--- config.mk ---
export PLATFORM = sky130hd
export DESIGN_NAME = jtframe_dwnld_ctrl_flat
export DESIGN_NICKNAME = d
export VERILOG_FILES = /design/src/rtl/jtframe_dwnld_pkg.sv /design/src/rtl/jtframe_dwnld_ctrl_if.sv /design/src/rtl/jtframe_dwnld_fifo.sv /design/src/rtl/jtframe_dwnld_ctrl.sv /design/src/flat_wrapper.sv
export SDC_FILE = /design/constraint.sdc
export NUM_CORES = 1
export LEC_CHECK = 0
export CAP_MARGIN = 20
export CELL_PAD_IN_SITES_DETAIL_PLACEMENT = 0
export CELL_PAD_IN_SITES_GLOBAL_PLACEMENT = 1
export CORE_MARGIN = 2
export CORE_UTILIZATION = 40
export CTS_CLUSTER_SIZE = 25
export DETAILED_ROUTE_END_ITERATION = 10
export PLACE_DENSITY = 0.78
export SETUP_SLACK_MARGIN = 0.02
export SYNTH_ARGS = -nofsm -noshare
export SYNTH_HDL_FRONTEND = slang
export SYNTH_SLANG_ARGS = --single-unit
--- constraint.sdc ---
create_clock -name clk_rom -period 2.59 [get_ports clk_rom]
set_input_delay 0.518 -clock clk_rom [delete_from_list [all_inputs] [get_ports clk_rom]]
set_output_delay 0.518 -clock clk_rom [all_outputs]
set_load 0.05 [all_outputs]
--- src/rtl/jtframe_dwnld_pkg.sv ---
// jtframe_dwnld_pkg: write FSM states, default SDRAM bank map and FIFO entry layout
package jtframe_dwnld_pkg;
  typedef enum logic [1:0] {IDLE, WRITE, POST} state_e;
  localparam logic [24:0] BA1_DEF = 25'h10_0000;
  localparam logic [24:0] BA2_DEF = 25'h20_0000;
  localparam logic [24:0] BA3_DEF = 25'h30_0000;
  localparam logic [24:0] END_DEF = 25'h40_0000;
  typedef struct packed {
    logic [21:0] addr;
    logic [1:0]  bank;
    logic [1:0]  mask;
    logic [7:0]  data;
  } entry_t;
  localparam entry_t ENTRY_RST = {22'd0, 2'd0, 2'b11, 8'd0};
endpackage

--- src/rtl/jtframe_dwnld_ctrl_if.sv ---
// jtframe_dwnld_ctrl_if: ioctl download stream in, SDRAM programming port out
// master: the download controller; slave: the MiST base / SDRAM controller side
interface jtframe_dwnld_ctrl_if;
  logic        downloading;
  logic [24:0] ioctl_addr;
  logic [7:0]  ioctl_data;
  logic        ioctl_wr;
  logic [21:0] prog_addr;
  logic [7:0]  prog_data;
  logic [1:0]  prog_mask;
  logic [1:0]  prog_bank;
  logic        prog_we;
  logic        prog_ack;
  logic        dwnld_busy;
  logic        overflow;
  modport master (
    input  downloading, ioctl_addr, ioctl_data, ioctl_wr, prog_ack,
    output prog_addr, prog_data, prog_mask, prog_bank, prog_we, dwnld_busy, overflow
  );
  modport slave (
    output downloading, ioctl_addr, ioctl_data, ioctl_wr, prog_ack,
    input  prog_addr, prog_data, prog_mask, prog_bank, prog_we, dwnld_busy, overflow
  );
endinterface

--- src/rtl/jtframe_dwnld_fifo.sv ---
// jtframe_dwnld_fifo: 2-entry buffer of pending SDRAM byte writes
// ports: clk_rom/rst_n, push_i/din_i write side, pop_i/head_o read side, full_o/empty_o status
module jtframe_dwnld_fifo
  import jtframe_dwnld_pkg::*;
(
  input  logic   clk_rom,
  input  logic   rst_n,
  input  logic   push_i,
  input  logic   pop_i,
  input  entry_t din_i,
  output entry_t head_o,
  output logic   full_o,
  output logic   empty_o
);
  entry_t     mem_q [2];
  logic       wp_q, rp_q, wr, rd;
  logic [1:0] cnt_q;
  assign full_o  = cnt_q == 2'd2;
  assign empty_o = cnt_q == 2'd0;
  assign head_o  = mem_q[rp_q];
  assign rd      = pop_i && !empty_o;
  // a pop frees the slot in the same cycle, so a full FIFO still accepts a push
  assign wr      = push_i && (!full_o || rd);
  always_ff @(posedge clk_rom or negedge rst_n)
    if (!rst_n) begin
      mem_q[0] <= ENTRY_RST;
      mem_q[1] <= ENTRY_RST;
      wp_q     <= 1'b0;
      rp_q     <= 1'b0;
      cnt_q    <= 2'd0;
    end else begin
      if (wr) mem_q[wp_q] <= din_i;
      wp_q  <= wp_q ^ wr;
      rp_q  <= rp_q ^ rd;
      cnt_q <= cnt_q + {1'b0, wr} - {1'b0, rd};
    end
endmodule

--- src/rtl/jtframe_dwnld_ctrl.sv ---
// jtframe_dwnld_ctrl: maps the ioctl ROM byte stream onto SDRAM bank/word writes
// ports: clk_rom, rst_n (async, active low), bus (master side of jtframe_dwnld_ctrl_if)
module jtframe_dwnld_ctrl
  import jtframe_dwnld_pkg::*;
#(
  parameter logic [24:0] HEADER      = 25'd0,
  parameter logic [24:0] BA1_START   = BA1_DEF,
  parameter logic [24:0] BA2_START   = BA2_DEF,
  parameter logic [24:0] BA3_START   = BA3_DEF,
  parameter logic [24:0] ROM_END     = END_DEF,
  parameter logic        SWAB        = 1'b0,
  parameter int          POST_CYCLES = 16
)(
  input logic                  clk_rom,
  input logic                  rst_n,
  jtframe_dwnld_ctrl_if.master bus
);
  localparam int CW = $clog2(POST_CYCLES + 2);
  state_e        state_q, state_d;
  logic [CW-1:0] cnt_q, cnt_d;
  logic          busy_q, busy_d, ovf_q, wr_q, borrow, push, pop, full, empty;
  logic [24:0]   addr_q, off, start;
  logic [22:0]   boff;
  logic [7:0]    data_q;
  logic [1:0]    bank;
  entry_t        din, head;
  always_ff @(posedge clk_rom or negedge rst_n)
    if (!rst_n) begin
      wr_q    <= 1'b0;
      addr_q  <= '0;
      data_q  <= '0;
      state_q <= IDLE;
      cnt_q   <= '0;
      busy_q  <= 1'b0;
      ovf_q   <= 1'b0;
    end else begin
      wr_q    <= bus.ioctl_wr && bus.downloading;
      addr_q  <= bus.ioctl_addr;
      data_q  <= bus.ioctl_data;
      state_q <= state_d;
      cnt_q   <= cnt_d;
      busy_q  <= busy_d;
      ovf_q   <= ovf_q | (push && full && !pop);
    end
  // the subtraction borrow flags bytes still inside the header
  always_comb begin
    {borrow, off} = {1'b0, addr_q} - {1'b0, HEADER};
    bank  = off < BA1_START ? 2'd0 : off < BA2_START ? 2'd1 : off < BA3_START ? 2'd2 : 2'd3;
    start = bank == 2'd0 ? 25'd0 : bank == 2'd1 ? BA1_START : bank == 2'd2 ? BA2_START : BA3_START;
    boff  = 23'(off - start);
    push  = wr_q && !borrow && off < ROM_END;
    din   = {boff[22:1], bank, (boff[0] ^ SWAB) ? 2'b01 : 2'b10, data_q};
  end
  // WRITE always falls back to IDLE after an ack, giving one prog_we-low cycle between writes
  always_comb begin
    state_d = state_q;
    cnt_d   = cnt_q;
    busy_d  = busy_q | bus.downloading;
    pop     = 1'b0;
    if (state_q == IDLE) begin
      if (!empty) state_d = WRITE;
      else if (busy_q && !bus.downloading && !wr_q) begin
        state_d = POST;
        cnt_d   = CW'(POST_CYCLES);
      end
    end else if (state_q == WRITE) begin
      pop     = bus.prog_ack;
      state_d = bus.prog_ack ? IDLE : WRITE;
    end else if (bus.downloading) state_d = IDLE;
    else if (cnt_q <= CW'(1)) begin
      state_d = IDLE;
      cnt_d   = '0;
      busy_d  = 1'b0;
    end else cnt_d = cnt_q - 1'b1;
  end
  jtframe_dwnld_fifo u_fifo (
    .clk_rom (clk_rom),
    .rst_n   (rst_n),
    .push_i  (push),
    .pop_i   (pop),
    .din_i   (din),
    .head_o  (head),
    .full_o  (full),
    .empty_o (empty)
  );
  assign bus.prog_addr  = head.addr;
  assign bus.prog_data  = head.data;
  assign bus.prog_mask  = head.mask;
  assign bus.prog_bank  = head.bank;
  assign bus.prog_we    = state_q == WRITE;
  assign bus.dwnld_busy = busy_q;
  assign bus.overflow   = ovf_q;
endmodule

--- src/flat_wrapper.sv ---
// flat-port wrapper written by rule: the top's interface ports become plain ports
module jtframe_dwnld_ctrl_flat import jtframe_dwnld_pkg::*;
#(
  parameter logic [24:0] HEADER      = 25'd0,
  parameter logic [24:0] BA1_START   = BA1_DEF,
  parameter logic [24:0] BA2_START   = BA2_DEF,
  parameter logic [24:0] BA3_START   = BA3_DEF,
  parameter logic [24:0] ROM_END     = END_DEF,
  parameter logic        SWAB        = 1'b0,
  parameter int          POST_CYCLES = 16
)
  (clk_rom, rst_n, bus_downloading, bus_ioctl_addr, bus_ioctl_data, bus_ioctl_wr, bus_prog_ack, bus_prog_addr, bus_prog_data, bus_prog_mask, bus_prog_bank, bus_prog_we, bus_dwnld_busy, bus_overflow);
  jtframe_dwnld_ctrl_if bus_i ();
  input logic clk_rom;
  input logic rst_n;
  input wire logic [$bits(bus_i.downloading)-1:0] bus_downloading;
  input wire logic [$bits(bus_i.ioctl_addr)-1:0] bus_ioctl_addr;
  input wire logic [$bits(bus_i.ioctl_data)-1:0] bus_ioctl_data;
  input wire logic [$bits(bus_i.ioctl_wr)-1:0] bus_ioctl_wr;
  input wire logic [$bits(bus_i.prog_ack)-1:0] bus_prog_ack;
  output wire logic [$bits(bus_i.prog_addr)-1:0] bus_prog_addr;
  output wire logic [$bits(bus_i.prog_data)-1:0] bus_prog_data;
  output wire logic [$bits(bus_i.prog_mask)-1:0] bus_prog_mask;
  output wire logic [$bits(bus_i.prog_bank)-1:0] bus_prog_bank;
  output wire logic [$bits(bus_i.prog_we)-1:0] bus_prog_we;
  output wire logic [$bits(bus_i.dwnld_busy)-1:0] bus_dwnld_busy;
  output wire logic [$bits(bus_i.overflow)-1:0] bus_overflow;
  assign bus_i.downloading = bus_downloading;
  assign bus_i.ioctl_addr = bus_ioctl_addr;
  assign bus_i.ioctl_data = bus_ioctl_data;
  assign bus_i.ioctl_wr = bus_ioctl_wr;
  assign bus_i.prog_ack = bus_prog_ack;
  assign bus_prog_addr = bus_i.prog_addr;
  assign bus_prog_data = bus_i.prog_data;
  assign bus_prog_mask = bus_i.prog_mask;
  assign bus_prog_bank = bus_i.prog_bank;
  assign bus_prog_we = bus_i.prog_we;
  assign bus_dwnld_busy = bus_i.dwnld_busy;
  assign bus_overflow = bus_i.overflow;
  jtframe_dwnld_ctrl #(.HEADER(HEADER), .BA1_START(BA1_START), .BA2_START(BA2_START), .BA3_START(BA3_START), .ROM_END(ROM_END), .SWAB(SWAB), .POST_CYCLES(POST_CYCLES)) u_core (.clk_rom(clk_rom), .rst_n(rst_n), .bus(bus_i));
endmodule
==> out/metrics.yaml <==
run_status: "complete, no violations"
ios: 75
crit_slowest_cell: "sky130_fd_sc_hd__clkdlybuf4s50_1"
cap_violations: 0
setup.reg_to_reg.worst_slack_ns: 0.55
syn-num-nets: 356
synth_sequential_area_ratio_pct: 62.7
synth_async_sr_flop_share_pct: 100
drt_pass1_iterations: 5
ws_path_type: "reg -> out"
power.clock.fraction_pct: 28.9
number_of_global_route_vias_before_repair: 2974
core-area_um2: 11300
r2r_start: "u_core.addr_q[24]"
finalSetupTns_ns: 0
min_period_over_period_pct: 94.3
cts.sink_count: 115
global_route_usage_over_all_layers_pct: 14.9
port_buffers: 74
fin_hold_ws_ns: 0.476
dpl.hpwl_mm: 5.69
synth-edff-count: 0
crit_chain: "nor2b_1 > clkdlybuf4s50_1"
final_hold_viol_count: 0
min_delay_path_depth: 1
post_cts_buffers: 0
clkTransAtPathRegs_ns: 0.05
finClkSkew_ns: 0.00687
timing.max_slew.rel_slack_pct: 65.2
cts_tree: "built"
num_antenna_cells: 0
grt_pass1_wl_mm: 14.4
layout-area-overhead-vs-synth_pct: 34.3
total_power_mw: 8.74
setup_viol: 0
ys_types: 41
placedInstanceArea_um2: 5520
antenna_found_initial: 0
drive_gt1_share_pct: 43.2
cts_resized: 0
floorplan.die.height_um: 111
cts_htree_levels: 4
grt_start_max_net_pins: 50
critical_path_arrival_ns: 1.92
ant_nets: 0
vias: 2715
die_area_um2: 12400
hp-class: "reg -> reg"
overflow: 0
std_cell_rows: 39
vdd_drop_max_v: 0.000774
initial_utilization_pct: 40.6
drt-wirelength-per-cell_um: 15.6
power-per-cell-area_nw_per_um2: 1420
internal_power_mw: 5.57
worstSetupStartpointType: "flop"
ys_seq_elements: 115
worst_pin_slew_ns: 0.517
width_of_the_chip_um: 111
syn_std_cell_area_um2: 4600
synthesis.area_per_instance_um2: 14.8
finish.net_count: 447
yosys_warnings: 0
clk_latency_ns: 0.40
synth_top_area_cell: "sky130_fd_sc_hd__dfrtp_1"
worstHoldEndpoint: "u_core.u_fifo.mem_q[9]"
fmaxAchievable_mhz: 410
route.detailed.vias_per_inst: 4.89
setup.worst_path.start: "u_core.state_q[0]"
static-leakage-power_nw: 2.84
gpl.final_weighted_congestion: 0.798
final_design_area_no_fill_um2: 6170
number_of_buffers_inserted_during_clock_tree_synthesis: 17
post-route-min-period_ns: 2.44
seq_power_share_pct: 31.3
postSynth.topFlopCell: "sky130_fd_sc_hd__dfrtp_1"
timing.critical_path.fanout_max: 6
num-fill-cells: 950
holdCritStartpoint: "u_core.addr_q[0]"
report.final.slew_viol_count: 0
detail_route.wirelength_mm: 8.66
worst-endpoint-required_ns: 2.07
final_cells: 555
yosys-top-cells-area: "sky130_fd_sc_hd__dfrtp_1 60%, sky130_fd_sc_hd__mux2_2 22%, sky130_fd_sc_hd__dfstp_2 2.3%"
netlist_instances: 310
reg2reg_depth: 6
grt_setup_unrepaired: "no"
power.switching_mw: 3.18
cts_hold_buffers: 1
sw_frac_of_total_pct: 36.3
root_buffer: "sky130_fd_sc_hd__clkbuf_16"
route.detailed.drc: 0
r2r-end: "u_core.u_fifo.mem_q[33]"
place_inst: 524
synth_top_cell_area_share_pct: 60.4
critical_path.endpoint_type: "output port"
crit_path_max_incr_delay_ns: 0.83
ctsLongestPathBuffers: 2
comb_power_share_pct: 39.8
drt_first_iter_violations: 97
==> sequential cells by signal (all words and copies together), names as in the netlist <==
name	count
u_core.bus.dwnld_busy	1
u_core.u_fifo.rp_q	1
u_core.wr_q	1
u_core.u_fifo.cnt_q	2
u_core.cnt_q	5
u_core.u_fifo.mem_q	68
u_core.bus.overflow	1
u_core.addr_q	25
u_core.data_q	8
u_core.state_q	2
u_core.u_fifo.wp_q	1
==> through the flow <==
| stage | utilization (%) | setup WS (ns) |
|---|---|---|
| after floorplan | - | 0.277 |
| after global placement | 48.7 | 0.117 |
| after detailed placement | 48.7 | 0.0841 |
| after CTS | 54.5 | 0.121 |
| after global routing | 54.5 | 0.0547 |
| final | 54.5 | 0.148 |
==> layout by cell type (no fill, tap or decap), drive strengths merged, types with 2 or more instances in the layout <==
master,n
dfrtp,111
mux2,89
buf,44
clkdlybuf4s50,39
clkbuf,20
nor2,16
inv,14
a21oi,11
ha,7
bufinv,5
mux2i,4
dfstp,4
xnor2,3
nand2b,3
clkinv,3
o21ai,3
o32ai,3
nor3,2
nand2,2
nor2b,2
nor4,2
o21bai,2
clkinvlp,2
o31ai,2
==> power by group through the flow <==
stage                     logic (mW)  registers (mW)  clock network, mW
after floorplan                 2.57            2.68                  0
after global placement          3.47            2.72                  0
after detailed placement        3.51            2.76                  0
after CTS                       3.54            2.74               2.59
after global routing            3.68            2.82               2.67
final                           3.48            2.73               2.53
==> worst max-delay path, delay by kind of cell (launching register included) <==
kind / cells / cell delay (ns)
simple gates: 1 / 0.22
flops: 1 / 0.47
buf+inv: 1 / 0.83
==> layer usage <==
layer  part of all wire, %  GRT usage (%)
met5                     0              0
met4                   1.1           6.67
met3                   4.0           4.81
met2                    51           24.0
met1                    44           18.5
==> logic make-up after synthesis <==
logic type | share of synthesized area (%)
AO/OA/AOI/OAI | 4.52
XOR/XNOR | 0.762
adder cells (fa/ha/maj) | 2.34
buffers and inverters | 2.45
flip-flops | 62.7
multiplexers | 22.7
AND/OR/NAND/NOR | 4.52
==> area by class of cell <==
cell class                 count  area [µm²]  area share, %
clock buffer                  20         467           7.56
clock inverter                10         180           2.92
inverter                      14        52.6          0.851
multi-input combinational    169        1610           26.0
sequential                   115        2880           46.7
tap                          143         179           2.90
timing repair buffer          84         806           13.1
==> worst max path at each step <==
stage	endpoint	slack, ns	cells after the start
finish	bus_prog_we	0.15	2
global route	bus_prog_we	0.05	2
CTS	bus_prog_we	0.12	2
detailed placement	u_core.u_fifo.mem_q[56]	0.08	7
global placement	u_core.u_fifo.mem_q[23]	0.12	7
floorplan	bus_prog_addr[19]	0.28	3
==> synth_stat cells (all sizes together) (2+ instances only) <==
| cell | n |
|---|---|
| mux2i | 4 |
| nor2 | 16 |
| ha | 7 |
| o21bai | 2 |
| inv | 14 |
| nor3 | 2 |
| nand2b | 3 |
| nor4 | 2 |
| dfstp | 4 |
| buf | 12 |
| mux2 | 89 |
| xnor2 | 3 |
| o32ai | 3 |
| nand2 | 2 |
| nor2b | 2 |
| o31ai | 2 |
| a21oi | 11 |
| dfrtp | 111 |
| o21ai | 3 |
No activity file was read; power rests on OpenSTA's default activity.
